**src/rtl/pipe_stage_reg_pkg.sv**
```systemverilog
// pipe_stage_reg_pkg: shared CPU constants and the stage occupancy-state encoding
package pipe_stage_reg_pkg;
    localparam logic [31:0] CPU_PC_DEFAULT = 32'h0000_3000;
    typedef enum logic [1:0] {
        ST_EMPTY = 2'd0,
        ST_ONE   = 2'd1,
        ST_TWO   = 2'd2
    } stage_state_t;
endpackage

```
**src/rtl/pipe_stage_entry.sv**
```systemverilog
// pipe_stage_entry: one payload register with synchronous clear and load
module pipe_stage_entry #(
    parameter int           W       = 1,
    parameter logic [W-1:0] CLR_VAL = '0
) (
    input  logic         clk,
    input  logic         i_clr,
    input  logic         i_load,
    input  logic [W-1:0] i_d,
    output logic [W-1:0] o_q
);
    logic [W-1:0] r_q;
    // clear wins over load so reset/flush always land on the clear value
    always_ff @(posedge clk) begin
        if (i_clr) r_q <= CLR_VAL;
        else if (i_load) r_q <= i_d;
    end
    assign o_q = r_q;
endmodule

```
**src/rtl/pipe_stage_reg.sv**
```systemverilog
// pipe_stage_reg: valid/ready pipeline stage register, optional two-entry skid buffer
module pipe_stage_reg
    import pipe_stage_reg_pkg::*;
#(
    parameter int               PC_W       = 32,
    parameter int               INSTR_W    = 32,
    parameter int               A3_W       = 5,
    parameter int               WD_W       = 32,
    parameter logic [PC_W-1:0]  PC_DEFAULT = PC_W'(CPU_PC_DEFAULT),
    parameter int               SKID       = 1
) (
    input  logic               clk,
    input  logic               reset,
    input  logic               flush,
    input  logic               in_valid,
    output logic               in_ready,
    input  logic [PC_W-1:0]    in_pc,
    input  logic [INSTR_W-1:0] in_instr,
    input  logic [A3_W-1:0]    in_a3,
    input  logic [WD_W-1:0]    in_wd,
    output logic               out_valid,
    input  logic               out_ready,
    output logic [PC_W-1:0]    out_pc,
    output logic [INSTR_W-1:0] out_instr,
    output logic [A3_W-1:0]    out_a3,
    output logic [WD_W-1:0]    out_wd,
    output logic [1:0]         occupancy
);
    localparam int            BW     = PC_W + INSTR_W + A3_W + WD_W;
    localparam logic [BW-1:0] BUBBLE = {PC_DEFAULT, {(BW - PC_W){1'b0}}};

    stage_state_t  r_state;
    stage_state_t  w_state_nx;
    logic          w_acc;
    logic          w_con;
    logic          w_main_ld;
    logic          w_main_clr;
    logic          w_from_skid;
    logic          w_skid_ld;
    logic          w_skid_clr;
    logic [BW-1:0] w_in_b;
    logic [BW-1:0] w_main_d;
    logic [BW-1:0] w_main_q;
    logic [BW-1:0] w_skid_q;

    // in skid mode in_ready decodes only the state flop, never out_ready
    assign in_ready  = (SKID != 0) ? (reset && r_state != ST_TWO) : (reset && (!out_valid || out_ready));
    assign out_valid = r_state != ST_EMPTY;
    assign occupancy = r_state;
    assign w_acc     = in_valid && in_ready;
    assign w_con     = out_valid && out_ready;
    assign w_in_b    = {in_pc, in_instr, in_a3, in_wd};
    assign w_main_d  = w_from_skid ? w_skid_q : w_in_b;
    assign {out_pc, out_instr, out_a3, out_wd} = w_main_q;

    // occupancy state register
    always_ff @(posedge clk) begin
        if (!reset) r_state <= ST_EMPTY;
        else r_state <= w_state_nx;
    end

    // next state and entry controls; main is cleared whenever it empties so idle outputs read as a nop
    always_comb begin
        w_state_nx  = r_state;
        w_main_ld   = 1'b0;
        w_main_clr  = 1'b0;
        w_from_skid = 1'b0;
        w_skid_ld   = 1'b0;
        w_skid_clr  = 1'b0;
        if (!reset || flush) begin
            w_state_nx = ST_EMPTY;
            w_main_clr = 1'b1;
            w_skid_clr = 1'b1;
        end else begin
            unique case (r_state)
                ST_EMPTY: begin
                    if (w_acc) begin
                        w_state_nx = ST_ONE;
                        w_main_ld  = 1'b1;
                    end
                end
                ST_ONE: begin
                    if (w_acc && w_con) begin
                        w_main_ld = 1'b1;
                    end else if (w_acc) begin
                        w_state_nx = ST_TWO;
                        w_skid_ld  = 1'b1;
                    end else if (w_con) begin
                        w_state_nx = ST_EMPTY;
                        w_main_clr = 1'b1;
                    end
                end
                ST_TWO: begin
                    if (w_con) begin
                        w_state_nx  = ST_ONE;
                        w_main_ld   = 1'b1;
                        w_from_skid = 1'b1;
                        w_skid_clr  = 1'b1;
                    end
                end
                default: w_state_nx = ST_EMPTY;
            endcase
        end
    end

    pipe_stage_entry #(.W(BW), .CLR_VAL(BUBBLE)) u_main (
        .clk    (clk),
        .i_clr  (w_main_clr),
        .i_load (w_main_ld),
        .i_d    (w_main_d),
        .o_q    (w_main_q)
    );

    if (SKID != 0) begin : g_skid
        pipe_stage_entry #(.W(BW), .CLR_VAL('0)) u_skid (
            .clk    (clk),
            .i_clr  (w_skid_clr),
            .i_load (w_skid_ld),
            .i_d    (w_in_b),
            .o_q    (w_skid_q)
        );
    end else begin : g_noskid
        assign w_skid_q = '0;
    end
endmodule

```
**config.mk**
```make
export PLATFORM = sky130hd
export DESIGN_NAME = pipe_stage_reg
export DESIGN_NICKNAME = d
export VERILOG_FILES = /design/src/rtl/pipe_stage_reg_pkg.sv /design/src/rtl/pipe_stage_entry.sv /design/src/rtl/pipe_stage_reg.sv
export SDC_FILE = /design/constraint.sdc
export NUM_CORES = 1
export LEC_CHECK = 0
export CORE_MARGIN = 5
export CORE_UTILIZATION = 44
export CTS_CLUSTER_SIZE = 28
export DETAILED_ROUTE_END_ITERATION = 16
export GPL_TIMING_DRIVEN = 0
export PLACE_DENSITY_LB_ADDON = 0.3
export SYNTH_ARGS = -nofsm -noshare
export SYNTH_HDL_FRONTEND = slang
export SYNTH_SLANG_ARGS = --single-unit
```
**constraint.sdc**
```tcl
create_clock -name clk -period 1.6 [get_ports clk]
set_input_delay 0.24 -clock clk [delete_from_list [all_inputs] [get_ports clk]]
set_output_delay 0.24 -clock clk [all_outputs]
set_load 0.02 [all_outputs]
```
==> impl_metrics.tcl <==
set metrics [dict create \
    run_status "finished, violations left" \
    violated_checks "setup timing" \
    yosys_warnings 0 \
    routability_cong 0.795 \
    cp.arrival_ns 2.03 \
    whs_ns 0.109 \
    root_buffer "sky130_fd_sc_hd__clkbuf_16" \
    synthesis.area_mm2 0.00812 \
    tritoncts_num_sinks 204 \
    max_transition_margin_pct 65.4 \
    regToRegSetupSlack_ns -0.06 \
    grt_first_pass_wirelength_um 41000 \
    wl_per_cell_um 17.6 \
    final-instance-count-excl-fill 1534 \
    r2r_start "occupancy[1]" \
    die-width_um 146 \
    count_of_vias_placed_by_the_detailed_router 8483 \
    layout_common_cells "362 x sky130_fd_sc_hd__nand2_1, 202 x sky130_fd_sc_hd__dfxtp_1, 166 x sky130_fd_sc_hd__a21oi_1, 104 x sky130_fd_sc_hd__clkdlybuf4s50_1, 103 x sky130_fd_sc_hd__dlygate4sd2_1" \
    p_per_area_mw_per_mm2 905 \
    post-route-cell-area_mm2 0.0124 \
    gr-total-overflow 0 \
    timing.hold.worst.start "out_ready" \
    grt_antenna_before_repair 0 \
    synthesis.area_per_instance_um2 7.84 \
    dp_hpwl_um 16900 \
    clock_tree_from_tritoncts "done" \
    worst_r2r_path_depth 6 \
    antenna_violating_nets_post_route 0 \
    placementRows 49 \
    insertion_delay_ns 0.50 \
    critical_path.endpoint_type "flip-flop" \
    drt_pass1_iterations 7 \
    place.port_buffers 209 \
    cts.htree.levels 1 \
    fp.dieArea_mm2 0.0213 \
    cp_max_fo 6 \
    report.final.hold_viol_count 0 \
    io_pins 211 \
    layout_commonest_cell "sky130_fd_sc_hd__nand2_1" \
    post_synth_inst_count 1036 \
    place_ws_ns -0.766 \
    vias_per_cell 5.53 \
    initialDrtViolationCount 431 \
    remaining_drc_errors 0 \
    crit_chain "nand3b_1, or3_4, clkbuf_16, clkbuf_16, nand2_4, a21oi_2" \
    placedCellCount 1474 \
    holdPathEnd "occupancy[1]" \
    core_mm2 0.0181 \
    groute.usage.overall_pct 22.8 \
    worst_slew_pin_slew_ns 0.518 \
    synth_fp_nets 1142 \
    critical_path_cell_count 6 \
    relative_area_change_from_synthesis_to_final_layout_pct 53.2 \
    numCtsBuffers 22 \
    initial_core_util_pct 44.9 \
    cell_at_the_slowest_stage_of_the_critical_path "sky130_fd_sc_hd__or3_4" \
    r2r-end "g_skid.u_skid.o_q[65]" \
    worstHoldPathCells 2 \
    maxClockFrequency_mhz 602 \
    routed_wirelength_um 27000 \
    crit_path_start_kind "flip-flop" \
    crit_buf_inv 2 \
    num_antenna_cells 0 \
    skew_ns 0.00889 \
    finalWorstSetupSlack_ns -0.0615 \
    via_count_of_the_first_global_routing_pass 7961 \
    worst_setup_hold_path_clk_slew_ns 0.06 \
    critical-path-max-stage-delay_ns 0.49 \
    final_nets 1396 \
    postSynthRegisterBits 204 \
    synth.yosys.seq_area_share_pct 50.3 \
    rsz_0062_raised_after_global_routing "yes" \
    maximum_vdd_drop_v 0.000856 \
    layout-drive-gt1-share_pct 20.1 \
    cts_max_path_buffers 3 \
    placed_area_mm2 0.0105 \
    worst_path_dominant_cell_family "simple AND/OR/NAND/NOR gates" \
    hp-class "in2reg" \
    report.final.slew_viol_count 0 \
    power_leakage_uw 0.00477 \
    dieHeight_um 146 \
    period_minus_slack_ns 1.66 \
    netlist-cell-type-count 31 \
    required_ns 1.97 \
    grt_start_max_net_pins 20 \
    setup.worst_path.class "reg2reg" \
    finalCritPeriodShare_pct 104 \
    count_of_maximum_capacitance_violations 0 \
    critical_path.most_common_cell "sky130_fd_sc_hd__clkbuf_16" \
    setup-violations-final 77 \
]
==> area by class of cell <==
type / instances / area (µm²)
well taps: 229 / 287
plain buffers: 95 / 900
multi-input cells: 735 / 4210
fillers: 1456 / 5640
repair buffers: 232 / 2260
clock buffers: 38 / 692
flip-flops and latches: 204 / 4090
clock inverters: 1 / 5.00
==> stage by stage <==
| stage | TNS (ns) | utilization [%] | power, µW |
|---|---|---|---|
| CTS | -2.21 | 64.7 | 11200 |
| detailed placement | -127.88 | 58.3 | 6330 |
| finish | -1.90 | 68.8 | 11300 |
| floorplan | 0 | - | 5760 |
| global placement | -121.30 | 58.3 | 6320 |
| global route | -7.53 | 68.8 | 11600 |
==> sequential cells by signal, summed over array words and instances, names as in the netlist <==
register / cells
occupancy: 2
g_skid.u_skid.o_q: 101
u_main.o_q: 101
==> how the worst max path moves through the flow <==
stage / startpoint / endpoint / slack [ns]
2_1_floorplan: occupancy[1] / g_skid.u_skid.o_q[20] / 0.03
3_3_place_gp: in_valid / u_main.o_q[57] / -0.74
3_5_place_dp: in_valid / u_main.o_q[60] / -0.77
4_1_cts: occupancy[1] / out_valid / -0.16
5_1_grt: occupancy[1] / g_skid.u_skid.o_q[69] / -0.11
6_report: occupancy[1] / g_skid.u_skid.o_q[65] / -0.06
==> synthesized netlist by cell type (all sizes together) <==
cell / n / area (µm²)
or3: 1 / 6.26
o22a: 1 / 8.76
and2: 2 / 12.5
a311oi: 99 / 867
o311ai: 2 / 17.5
and3b: 1 / 8.76
nand2: 404 / 1520
mux2i: 1 / 10.0
nand4bb: 1 / 11.3
nand2b: 3 / 18.8
nand3b: 2 / 27.5
a21oi: 200 / 1000
dfxtp: 204 / 4080
o21ai: 3 / 18.8
or2: 1 / 6.26
a21boi: 1 / 7.51
a211oi: 1 / 7.51
nor2: 7 / 36.3
nor3: 1 / 5.00
clkbuf: 46 / 173
o21a: 1 / 7.51
nor2b: 2 / 15.0
buf: 52 / 254
==> where the power goes <==
part / switching (µW) / internal (µW) / total, µW / leakage (µW)
combinational: 625 / 545 / 1170 / 0.00278
clock: 2000 / 2910 / 4910 / 0.000341
sequential: 39.1 / 5140 / 5180 / 0.00165
total: 2660 / 8600 / 11300 / 0.00477
==> what timing repair did <==
action | CTS | global route
resized for setup | 244 | 212
setup endpoints to repair | 296 | 203
hold buffers | 0 | 0
setup buffers | 13 | 3
gates cloned | 6 | 2
pin swaps | 14 | 63
==> routing by layer <==
metal	global-route usage, %	up-vias	share of wire (%)
met3	3.83	45	5.9
li1	-	4125	-
met1	30.7	4019	43
met4	6.22	0	2.5
met5	0	-	0
met2	38.1	294	49
==> worst register-to-register path, stage by stage, from the launching register on <==
cell                        delay (ns)
sky130_fd_sc_hd__dfxtp_4          0.36
sky130_fd_sc_hd__nand3b_1         0.21
sky130_fd_sc_hd__or3_4            0.49
sky130_fd_sc_hd__clkbuf_16        0.20
sky130_fd_sc_hd__clkbuf_16        0.17
sky130_fd_sc_hd__nand2_4          0.06
sky130_fd_sc_hd__a21oi_2          0.05
==> cell families after synthesis <==
group                  after synthesis  share of synthesized area, %
buffers and inverters               98                          5.25
AO/OA/AOI/OAI                      308                          23.8
AND/OR/NAND/NOR                    425                          20.5
multiplexers                         1                         0.123
flip-flops                         204                          50.3
Note: power is estimated with default switching activity, not from simulation.
